`config.mk`:
```
export PLATFORM = sky130hd
export DESIGN_NAME = block_scheduler
export DESIGN_NICKNAME = d
export VERILOG_FILES = /design/src/rtl/gpu_pkg.sv /design/src/rtl/thread_mask_gen.sv /design/src/rtl/block_scheduler.sv
export SDC_FILE = /design/constraint.sdc
export NUM_CORES = 1
export LEC_CHECK = 0
export ABC_AREA = 0
export ABC_CLOCK_PERIOD_IN_PS = 2900
export CAP_MARGIN = 25
export CORE_MARGIN = 10
export CORE_UTILIZATION = 44
export CTS_BUF_LIST = sky130_fd_sc_hd__clkbuf_4
export CTS_CLUSTER_SIZE = 8
export DETAILED_ROUTE_END_ITERATION = 7
export PLACE_DENSITY = 0.92
export REMOVE_ABC_BUFFERS = 1
export SETUP_SLACK_MARGIN = 0.02
export SLEW_MARGIN = 0
export SYNTH_ARGS = -nofsm -noshare
export SYNTH_HDL_FRONTEND = slang
export SYNTH_SLANG_ARGS = --single-unit
export TNS_END_PERCENT = 30
```
`constraint.sdc`:
```
create_clock -name clk -period 2.9 [get_ports clk]
set_input_delay 0.58 -clock clk [delete_from_list [all_inputs] [get_ports clk]]
set_output_delay 0.58 -clock clk [all_outputs]
set_load 0.05 [all_outputs]
```
`src/rtl/gpu_pkg.sv`:
```
// gpu_pkg: constants and the scheduler state encoding shared by the
// dispatcher, fetcher and per-core block scheduler.
package gpu_pkg;

  localparam int unsigned GPU_THREADS_PER_BLOCK = 4;
  localparam int unsigned GPU_PC_WIDTH          = 8;
  localparam int unsigned BLOCK_ID_WIDTH        = 8;

  // Encoding is visible on core_state, so values are fixed explicitly.
  typedef enum logic [2:0] {
    ST_IDLE    = 3'd0,
    ST_FETCH   = 3'd1,
    ST_DECODE  = 3'd2,
    ST_REQUEST = 3'd3,
    ST_WAIT    = 3'd4,
    ST_EXECUTE = 3'd5,
    ST_UPDATE  = 3'd6,
    ST_DONE    = 3'd7
  } sched_state_t;

endpackage

```
`src/rtl/thread_mask_gen.sv`:
```
// thread_mask_gen: combinational helper for the block scheduler.
//   count_i    : requested active-thread count (may exceed THREADS_PER_BLOCK)
//   en_i       : current active-thread mask
//   mask_c_o   : contiguous enable mask for count_i, clamped to full
//   lowest_c_o : index of the lowest set bit of en_i (0 when en_i is empty)
module thread_mask_gen #(
  parameter int unsigned THREADS_PER_BLOCK = 4
) (
  input  logic [$clog2(THREADS_PER_BLOCK):0]                        count_i,
  input  logic [THREADS_PER_BLOCK-1:0]                              en_i,
  output logic [THREADS_PER_BLOCK-1:0]                              mask_c_o,
  output logic [((THREADS_PER_BLOCK > 1) ? $clog2(THREADS_PER_BLOCK) : 1)-1:0] lowest_c_o
);

  localparam int unsigned CNT_W = $clog2(THREADS_PER_BLOCK) + 1;
  localparam int unsigned IDX_W = (THREADS_PER_BLOCK > 1) ? $clog2(THREADS_PER_BLOCK) : 1;

  // Thread i is enabled when i < count; counts beyond the block size
  // naturally saturate to an all-ones mask.
  always_comb begin
    mask_c_o = '0;
    for (int unsigned i = 0; i < THREADS_PER_BLOCK; i++) begin
      mask_c_o[i] = (CNT_W'(i) < count_i);
    end
  end

  // Priority encoder: scanning downwards leaves the lowest set index.
  always_comb begin
    lowest_c_o = '0;
    for (int i = THREADS_PER_BLOCK - 1; i >= 0; i--) begin
      if (en_i[i]) begin
        lowest_c_o = IDX_W'(i);
      end
    end
  end

endmodule

```
`src/rtl/block_scheduler.sv`:
```
// block_scheduler: per-core control FSM. Accepts one block from the
// dispatcher, steps the core through fetch/decode/request/wait/execute/update
// per instruction until RET retires, then pulses done for one cycle.
//   clk, reset      : clock, asynchronous active-low reset
//   start           : block-start pulse (honoured only in IDLE)
//   block_id        : block index, sampled with start
//   thread_count    : active threads in block, sampled with start
//   fetch_ready     : fetcher has the instruction at current_pc
//   instr_ret       : current instruction is RET (looked at in UPDATE)
//   lsu_busy        : per-thread LSU outstanding
//   next_pc         : per-thread next PC, thread t at [t*PC_WIDTH +: PC_WIDTH]
//   fetch_req       : high throughout FETCH
//   mem_req         : one-cycle LSU launch strobe (REQUEST)
//   current_pc      : shared block PC
//   thread_enable   : active-thread mask
//   block_id_q      : latched block ID
//   core_state      : encoded FSM state
//   done            : one-cycle block-complete pulse
module block_scheduler
  import gpu_pkg::*;
#(
  parameter int unsigned THREADS_PER_BLOCK = GPU_THREADS_PER_BLOCK,
  parameter int unsigned PC_WIDTH          = GPU_PC_WIDTH
) (
  input  logic                                   clk,
  input  logic                                   reset,
  input  logic                                   start,
  input  logic [BLOCK_ID_WIDTH-1:0]              block_id,
  input  logic [$clog2(THREADS_PER_BLOCK):0]     thread_count,
  input  logic                                   fetch_ready,
  input  logic                                   instr_ret,
  input  logic [THREADS_PER_BLOCK-1:0]           lsu_busy,
  input  logic [THREADS_PER_BLOCK*PC_WIDTH-1:0]  next_pc,
  output logic                                   fetch_req,
  output logic                                   mem_req,
  output logic [PC_WIDTH-1:0]                    current_pc,
  output logic [THREADS_PER_BLOCK-1:0]           thread_enable,
  output logic [BLOCK_ID_WIDTH-1:0]              block_id_q,
  output logic [2:0]                             core_state,
  output logic                                   done
);

  localparam int unsigned IDX_W = (THREADS_PER_BLOCK > 1) ? $clog2(THREADS_PER_BLOCK) : 1;

  sched_state_t                  state_q, state_d;
  logic [PC_WIDTH-1:0]           pc_q, pc_d;
  logic [THREADS_PER_BLOCK-1:0]  mask_q, mask_d;
  logic [BLOCK_ID_WIDTH-1:0]     bid_q, bid_d;

  logic [THREADS_PER_BLOCK-1:0]  start_mask;
  logic [IDX_W-1:0]              lowest_idx;
  logic [PC_WIDTH-1:0]           pc_sel;

  thread_mask_gen #(
    .THREADS_PER_BLOCK (THREADS_PER_BLOCK)
  ) u_mask_gen (
    .count_i    (thread_count),
    .en_i       (mask_q),
    .mask_c_o   (start_mask),
    .lowest_c_o (lowest_idx)
  );

  // Control flow is uniform, so the lowest enabled thread speaks for the block.
  always_comb begin
    pc_sel = '0;
    for (int unsigned i = 0; i < THREADS_PER_BLOCK; i++) begin
      if (lowest_idx == IDX_W'(i)) begin
        pc_sel = next_pc[i*PC_WIDTH +: PC_WIDTH];
      end
    end
  end

  // State and datapath registers.
  always_ff @(posedge clk or negedge reset) begin
    if (!reset) begin
      state_q <= ST_IDLE;
      pc_q    <= '0;
      mask_q  <= '0;
      bid_q   <= '0;
    end else begin
      state_q <= state_d;
      pc_q    <= pc_d;
      mask_q  <= mask_d;
      bid_q   <= bid_d;
    end
  end

  // Next-state and datapath update.
  always_comb begin
    state_d = state_q;
    pc_d    = pc_q;
    mask_d  = mask_q;
    bid_d   = bid_q;
    unique case (state_q)
      ST_IDLE: begin
        if (start) begin
          bid_d   = block_id;
          pc_d    = '0;
          mask_d  = start_mask;
          state_d = (thread_count == '0) ? ST_DONE : ST_FETCH;
        end
      end
      ST_FETCH: begin
        if (fetch_ready) state_d = ST_DECODE;
      end
      ST_DECODE:  state_d = ST_REQUEST;
      ST_REQUEST: state_d = ST_WAIT;
      ST_WAIT: begin
        // Only enabled threads can hold the block in WAIT.
        if (!(|(lsu_busy & mask_q))) state_d = ST_EXECUTE;
      end
      ST_EXECUTE: state_d = ST_UPDATE;
      ST_UPDATE: begin
        if (instr_ret) begin
          state_d = ST_DONE;
        end else begin
          pc_d    = pc_sel;
          state_d = ST_FETCH;
        end
      end
      ST_DONE: begin
        mask_d  = '0;
        state_d = ST_IDLE;
      end
      default: state_d = ST_IDLE;
    endcase
  end

  // Outputs are either register copies or decoded from the state register.
  assign fetch_req     = (state_q == ST_FETCH);
  assign mem_req       = (state_q == ST_REQUEST);
  assign done          = (state_q == ST_DONE);
  assign core_state    = state_q;
  assign current_pc    = pc_q;
  assign thread_enable = mask_q;
  assign block_id_q    = bid_q;

endmodule
```
Word level (Yosys, flattened, before mapping). Cells that the tools add are included. W data, S select, Z words.

Register bits: 23. Bits of input ports: 52. Output and inout port bits: 26.

Bitwise operators: 1. Muxes and demuxes: 19. Equality and inequality tests: 14. Magnitude comparators: 4. Reduce and logical (&&, ||, !) cells: 10.

Operators by type and width (number): $mux W8 (6); $pmux W3 S8 (1); $pmux W8 S2 (1); $mux W3 (5); $eq A3 B3 Y1 const B (4); $mux W2 (4); $ne A2 B2 Y1 const B (4); $pmux W4 S2 (1); $eq A3 B2 Y1 const B (2); $logic_not A3 Y1 (2); $lt A1 B3 Y1 const A (2); $lt A2 B3 Y1 const A (2); $reduce_and A3 Y1 (2); $and A4 B4 Y4 (1); $eq A2 B2 Y1 const B (2); $mux W4 (1); $reduce_and A2 Y1 (2); $reduce_bool A2 Y1 (2); $reduce_or A4 Y1 (1); $eq A3 B1 Y1 const B (1); $eq A2 B1 Y1 const B (1); $logic_not A2 Y1 (1).

Logic depth before layout (Yosys ltp). Gate-level depths: netlist of the first run.

Depth in word-level cells: 11. Depth in mapped cells: 5.

By module. A second synthesis of the first run with hierarchy kept.

Cell total of the unflattened synthesis: 117. Area total of the unflattened synthesis: 1295.0 sq um.

Modules (own cells, without submodules): block_scheduler (seq. area each 575.6 sq um, area an instance 1242.4 sq um, cells each 108, instances 1); thread_mask_gen (seq. area each 0.0 sq um, area an instance 52.6 sq um, cells each 9, instances 1).

Worst setup path before layout of the first run. Ideal clock, no wire load.

Kind: register to output. From: register state_q[0], in the netlist core_state[0]. To: output mem_req. Stages on the path, launching flop included: 5. Buffers on the path: 1. Slack: 0.735 ns. Data required time: 2.320 ns. Arrival time: 1.585 ns. Cells stage by stage: dfrtp_1 -> buf_2 -> nand2_1 -> or2_2 -> inv_1.

Word-level cells in the longest chain between the ends: 1.

RTL lines: from (decl) (line block_scheduler.sv:45) `sched_state_t state_q, state_d;`; from (signal assigned) (line block_scheduler.sv:81) `state_q <= state_d;`; $eq A3 B2 Y1 (line block_scheduler.sv:131) `assign mem_req = (state_q == ST_REQUEST);`; to (decl) (line block_scheduler.sv:35) `output logic mem_req,`.

No other way between the ends.

Worst setup path in the final report of the first run. Ends and elaborated chain as after synthesis.

==> results.md, run 1 <==
- Vias in the first global route: 1,518
- Die ar.: 6070 um2
- Relative slew slack: 0.381
- Worst-Skew Late Latency: 0.30 ns
- Avg Inst Size Synth: 9.58 um2
- CTS tree: yes
- Gr usage total: 0.152
- Clock root cell: clkbuf_4
- R2R cell count: 3
- WL final: 4800 um
- Reg-to-Reg Start: core_state[2]$_DFFE_PN0P_
- Chip Height: 77.9 um
- Hold Path Origin: current_pc[0]$_DFFE_PN0P_
- R2R setup slack: 0.86 ns
- Netlist cell types: 37
- DR iter-0 viols: 148
- Layout cells sized above 1: 0.118
- Power Density: 959 nW/um2
- Die width: 77.9 um
- Vias: 1,510
- # fillers: 232
- Hpwl dp: 3890 um
- H-tree Lvls: 1
- CP max-delay cell: clkdlybuf4s50_1
- Largest stage delay, worst path: 0.80 ns
- Number of cells on the critical path: 4
- RR Endpoint: block_id_q[4]$_DFFE_PN0P_
- CTS resizes: 0
- Worst Hold End: current_pc[0]$_DFFE_PN0P_
- Cts hold-fix bufs: 0
- P&R area growth vs syn: 56.2%
- Core Region: 3130 um2
- Pre-CTS setup slack: 0.513 ns
- Register area share after synthesis: 0.390
- Leak Pwr: 0.908 nW
- IO Pins: 78
- WHS Path Cells: 1
- MaxCap Viol Count: 0
- Worst Path Required: 2.32 ns
- Slew Limit Fails: 0
- Placer Congestion: 0.802
- Setup WS post-layout: 0.169 ns
- WL per Instance: 17.6 um
- Area contributors post-synth: dfrtp_1, mux2_2, a211oi_1, nor2b_1, a311o_1
- Clock Skew: 0.00445 ns
- Worst-Margin Slew: 0.905 ns
- Largest area contributor in the netlist: dfrtp_1
- Mapped Cells: 154
- WP data arrival: 2.15 ns
- Post-Syn Area: 1480 um2
- Clock sink count: 23
- Drt pass-1 iters: 4
- Nets: 281
- Synth Warn #: 0
- Port buffer count: 77
- Crit-path cells: nand2_1 -> or2_2 -> inv_1 -> clkdlybuf4s50_1
- M3 GR Usage: 0.0253
- Worst-path maximum fanout: 15
- GRT Max-Usage Layer: met2
- Setup violators final: 0
- Number of vias per cell: 5.55
- #FFs+latches synth: 23
- Final Hold Vio Count: 0
- Largest net degree at the start of global routing: 24
- Met1 usage: 0.168
- Final critical-path required period: 2.73 ns
- Clock Pin Slew Worst Setup and Hold Paths: 0.12 ns
- CP Class: flop to output port
- Post-CTS Setup Inserts: 0
- Clock buffer depth: 2
- CTS Buf Count: 3
- Fin Setup TNS: 0 ns
- CP bufs+invs: 2
- Crit. End Element: output port
- Largest delay contributor family on the critical path: buffers and inverters
- Result of the run: finished, final reports clean
- Starting Density: 0.472
- Overflow after GRT: 0
- RSZ-0062 raised after global routing: false
- First-pass GRT wire length: 7690 um
- Core Rows: 20
- Worst hold path class: flop to flop
- Peak VDD IR: 579 uV
- Residual DRC: 0
- Worst Setup Start Kind: flop
- Post-route ant nets: 0
- M2 GR Usage: 0.281
- Initial antenna violation count: 0
- Peak Freq: 0.366 GHz
- Top cell type's share of synthesized area: 0.390
- Fin crit share: 0.942
- Antenna diodes: 0
[sequential cells by signal, indices dropped and copies added, names as in the netlist]
name	cells
block_id_q	8
current_pc	8
thread_enable	4
core_state	3
[cell usage in the layout, fill, tap and decap left out, drive strengths merged, types with 3 or more instances in the layout]
cell and instances:
o21ai 6, a32o 3, mux2 8, dfrtp 23, inv 6, nand3 3, o211ai 5, nand2 8
o311a 3, clkdlybuf4s50 77, or2 6, or3 3, nor2 5, o21bai 3, a311o 5, nor2b 10
clkbuf 3, nor3b 4, nor4b 5, buf 6, nor3 6, a211oi 10
[worst max-delay path by stage]
stage	end	start
finish	mem_req	core_state[0]$_DFFE_PN0P_
global route	mem_req	core_state[0]$_DFFE_PN0P_
CTS	mem_req	core_state[0]$_DFFE_PN0P_
detailed placement	mem_req	core_state[0]$_DFFE_PN0P_
global placement	block_id_q[4]$_DFFE_PN0P_	start
floorplan	mem_req	core_state[0]$_DFFE_PN0P_
[layout make-up]
type                       instances  area, um2  share of cell area
tap                               44       55.1              0.0239
clock inverter                     1       5.00             0.00217
clock buffer                       3       22.5             0.00977
multi-input combinational        112        808               0.351
inverter                           6       22.5             0.00977
timing repair buffer              83        816               0.354
sequential                        23        576               0.250
[metal layers]
| layer | vias up | wire [um] | share of wire |
|---|---|---|---|
| met4 | 0 | 142 | 0.030 |
| met5 | - | 0 | 0 |
| met2 | 40 | 2610 | 0.54 |
| met3 | 12 | 155 | 0.032 |
| li1 | 734 | - | - |
| met1 | 724 | 1890 | 0.39 |
[where the power goes]
part | leakage, nW | internal, mW | switching [mW]
Clock | 0.0177 | 0.0515 | 0.0903
Combinational | 0.600 | 0.575 | 0.944
Sequential | 0.290 | 0.444 | 0.105
[through the flow]
step	instance area [um2]	total power, mW	util	hold slack, ns	std cells
2_1_floorplan	1410	1.51	-	0.284	141
3_3_place_gp	2280	2.05	0.728	0.485	268
3_5_place_dp	2280	2.08	0.728	0.480	268
4_1_cts	2300	2.22	0.737	0.509	272
5_1_grt	2300	2.33	0.737	0.514	272
6_report	2300	2.21	0.737	0.505	272
[logic make-up (layout without fill, tap and decap cells)]
logic type	count (synthesis)	after routing	share of synthesized area
flip-flops	23	23	0.390
AND/OR/NAND/NOR	57	57	0.238
multiplexers	10	10	0.0746
AO/OA/AOI/OAI	45	45	0.235
buffers and inverters	19	93	0.0619
[worst register-to-register path, delay by kind of cell, from the launching register on]
kind,cells,cell delay [ns]
buf+inv,1,0.21
flops,1,0.45
mux,1,0.40
simple gates,1,0.88
[synth_stat cells (all sizes together)]
cell type	instances
a2111oi	1
a211o	1
a211oi	10
a21o	1
a21oi	2
a22oi	2
a311o	5
a31oi	2
a32o	3
buf	6
clkbuf	7
dfrtp	23
inv	6
mux2	8
mux2i	2
nand2	8
nand2b	2
nand3	3
nand3b	1
nand4bb	1
nor2	5
nor2b	10
nor3	6
nor3b	4
nor4b	5
o211ai	5
o21ai	6
o21bai	3
o311a	3
o32ai	1
or2	6
or3	3
or3b	1
or4b	2
Note: power is estimated with default switching activity, not from simulation.
==> run 2, diff against run 1 <==
- CORE_UTILIZATION: 44 -> 35
- PLACE_DENSITY: 0.92 -> 0.77
- REMOVE_ABC_BUFFERS: 1 -> not set
==> results.md, run 2 (synthesized netlist as in run 1, its figures left out) <==
- Post-CTS Setup Inserts: 0
- CP Class: flop to output port
- Die width: 84.9 um
- Port buffer count: 77
- Slew Limit Fails: 0
- Worst-Margin Slew: 0.787 ns
- Core Region: 4030 um2
- Setup violators final: 0
- Chip Height: 84.9 um
- Crit-path cells: nand2_1 -> or2_2 -> inv_1 -> clkdlybuf4s50_1
- Drt pass-1 iters: 4
- Crit. End Element: output port
- Final critical-path required period: 2.71 ns
- Number of vias per cell: 5.46
- Post-route ant nets: 0
- Most frequent cells in the layout: clkdlybuf4s50_1, dfrtp_1, nor2b_1, a211oi_1
- Vias in the first global route: 1,462
- Clock buffer depth: 2
- Cts hold-fix bufs: 0
- CTS Buf Count: 3
- Starting Density: 0.366
- Hpwl dp: 3750 um
- Worst hold path class: flop to flop
- Clock root cell: clkbuf_4
- H-tree Lvls: 1
- WL final: 4840 um
- DR iter-0 viols: 53
- Die ar.: 7210 um2
- WHS: 0.506 ns
- First-pass GRT wire length: 7850 um
- Worst Setup Start Kind: flop
- MaxCap Viol Count: 0
- Largest stage delay, worst path: 0.79 ns
- WL per Instance: 17.4 um
- Result of the run: finished, final reports clean
- Residual DRC: 0
- Worst-path maximum fanout: 14
- Syn_nets: 206
- Clock Pin Slew Worst Setup and Hold Paths: 0.13 ns
- WP data arrival: 2.13 ns
- Clock Skew: 0.00437 ns
- P&R area growth vs syn: 57.0%
- Clock sink count: 23
- Placer Congestion: 0.783
- Layout cells sized above 1: 0.123
- Nets: 281
- Worst Path Required: 2.32 ns
- Gr usage total: 0.130
- Final Hold Vio Count: 0
- Most common cell after layout, fill and taps aside: clkdlybuf4s50_1
- R2R cell count: 2
- IO Pins: 78
- WHS Path Cells: 1
- RSZ-0062 raised after global routing: false
- Fin Setup TNS: 0 ns
- Antenna diodes: 0
- Peak VDD IR: 562 uV
- Peak Freq: 0.370 GHz
- CP max-delay cell: clkdlybuf4s50_1
- Fin crit share: 0.933
- Initial antenna violation count: 0
- Cell Count, Final, Fillers Out: 278
- Worst-Skew Late Latency: 0.32 ns
- Largest net degree at the start of global routing: 24
- Power Density: 953 nW/um2
- Core Rows: 23
- Dpl cells: 274
- CTS resizes: 0
- Leak Pwr: 0.903 nW
- Overflow after GRT: 0
- Relative slew slack: 0.462
- Vias: 1,517
- CTS tree: yes
-- run 2: worst max-delay path, delay by kind of cell (launching register included) --
kind / cells / cell delay (ns)
AND/OR/NAND/NOR: 2 / 0.38
flip-flops: 1 / 0.58
buffers and inverters: 2 / 0.85
-- run 2: power breakdown --
part / internal, mW / switching (mW) / leakage (nW) / total, mW
Sequential: 0.445 / 0.109 / 0.289 / 0.555
Combinational: 0.575 / 0.920 / 0.600 / 1.49
Clock: 0.0528 / 0.105 / 0.0139 / 0.158
-- run 2: final timing paths --
check	from	endpoint	slack (ns)
worst max-delay path	core_state[1]$_DFFE_PN0P_	mem_req	0.19
worst min-delay path	current_pc[2]$_DFFE_PN0P_	current_pc[2]$_DFFE_PN0P_	0.51
worst max register to register	core_state[1]$_DFFE_PN0P_	block_id_q[5]$_DFFE_PN0P_	0.94
worst min register to register	current_pc[2]$_DFFE_PN0P_	current_pc[2]$_DFFE_PN0P_	0.51
max in group asynchronous	reset	core_state[0]$_DFFE_PN0P_	2.05
min in group asynchronous	reset	core_state[2]$_DFFE_PN0P_	0.59
-- run 2: final cells by class --
type                       instances  area, um2
fill                             374       1710
timing repair buffer              83        816
multi-input combinational        112        808
sequential                        23        577
tap                               50       62.6
clock buffer                       3       22.5
inverter                           6       22.5
clock inverter                     1       7.51
-- run 2: per-layer routing --
layer | vias to the layer above | track usage | share of wire
met4 | 0 | 0.0284 | 0.011
met5 | - | 0 | 0
met3 | 7 | 0.0488 | 0.077
met2 | 59 | 0.213 | 0.49
li1 | 730 | - | -
met1 | 721 | 0.158 | 0.42
-- run 2: stage by stage --
stage | setup slack [ns] | cell area (um2) | util | total power [mW]
after floorplan | 0.735 | 1480 | - | 1.57
after global placement | 0.517 | 2280 | 0.567 | 2.06
after detailed placement | 0.468 | 2280 | 0.567 | 2.07
after CTS | 0.117 | 2310 | 0.575 | 2.23
after global routing | 0.0570 | 2320 | 0.575 | 2.36
final | 0.194 | 2320 | 0.575 | 2.21
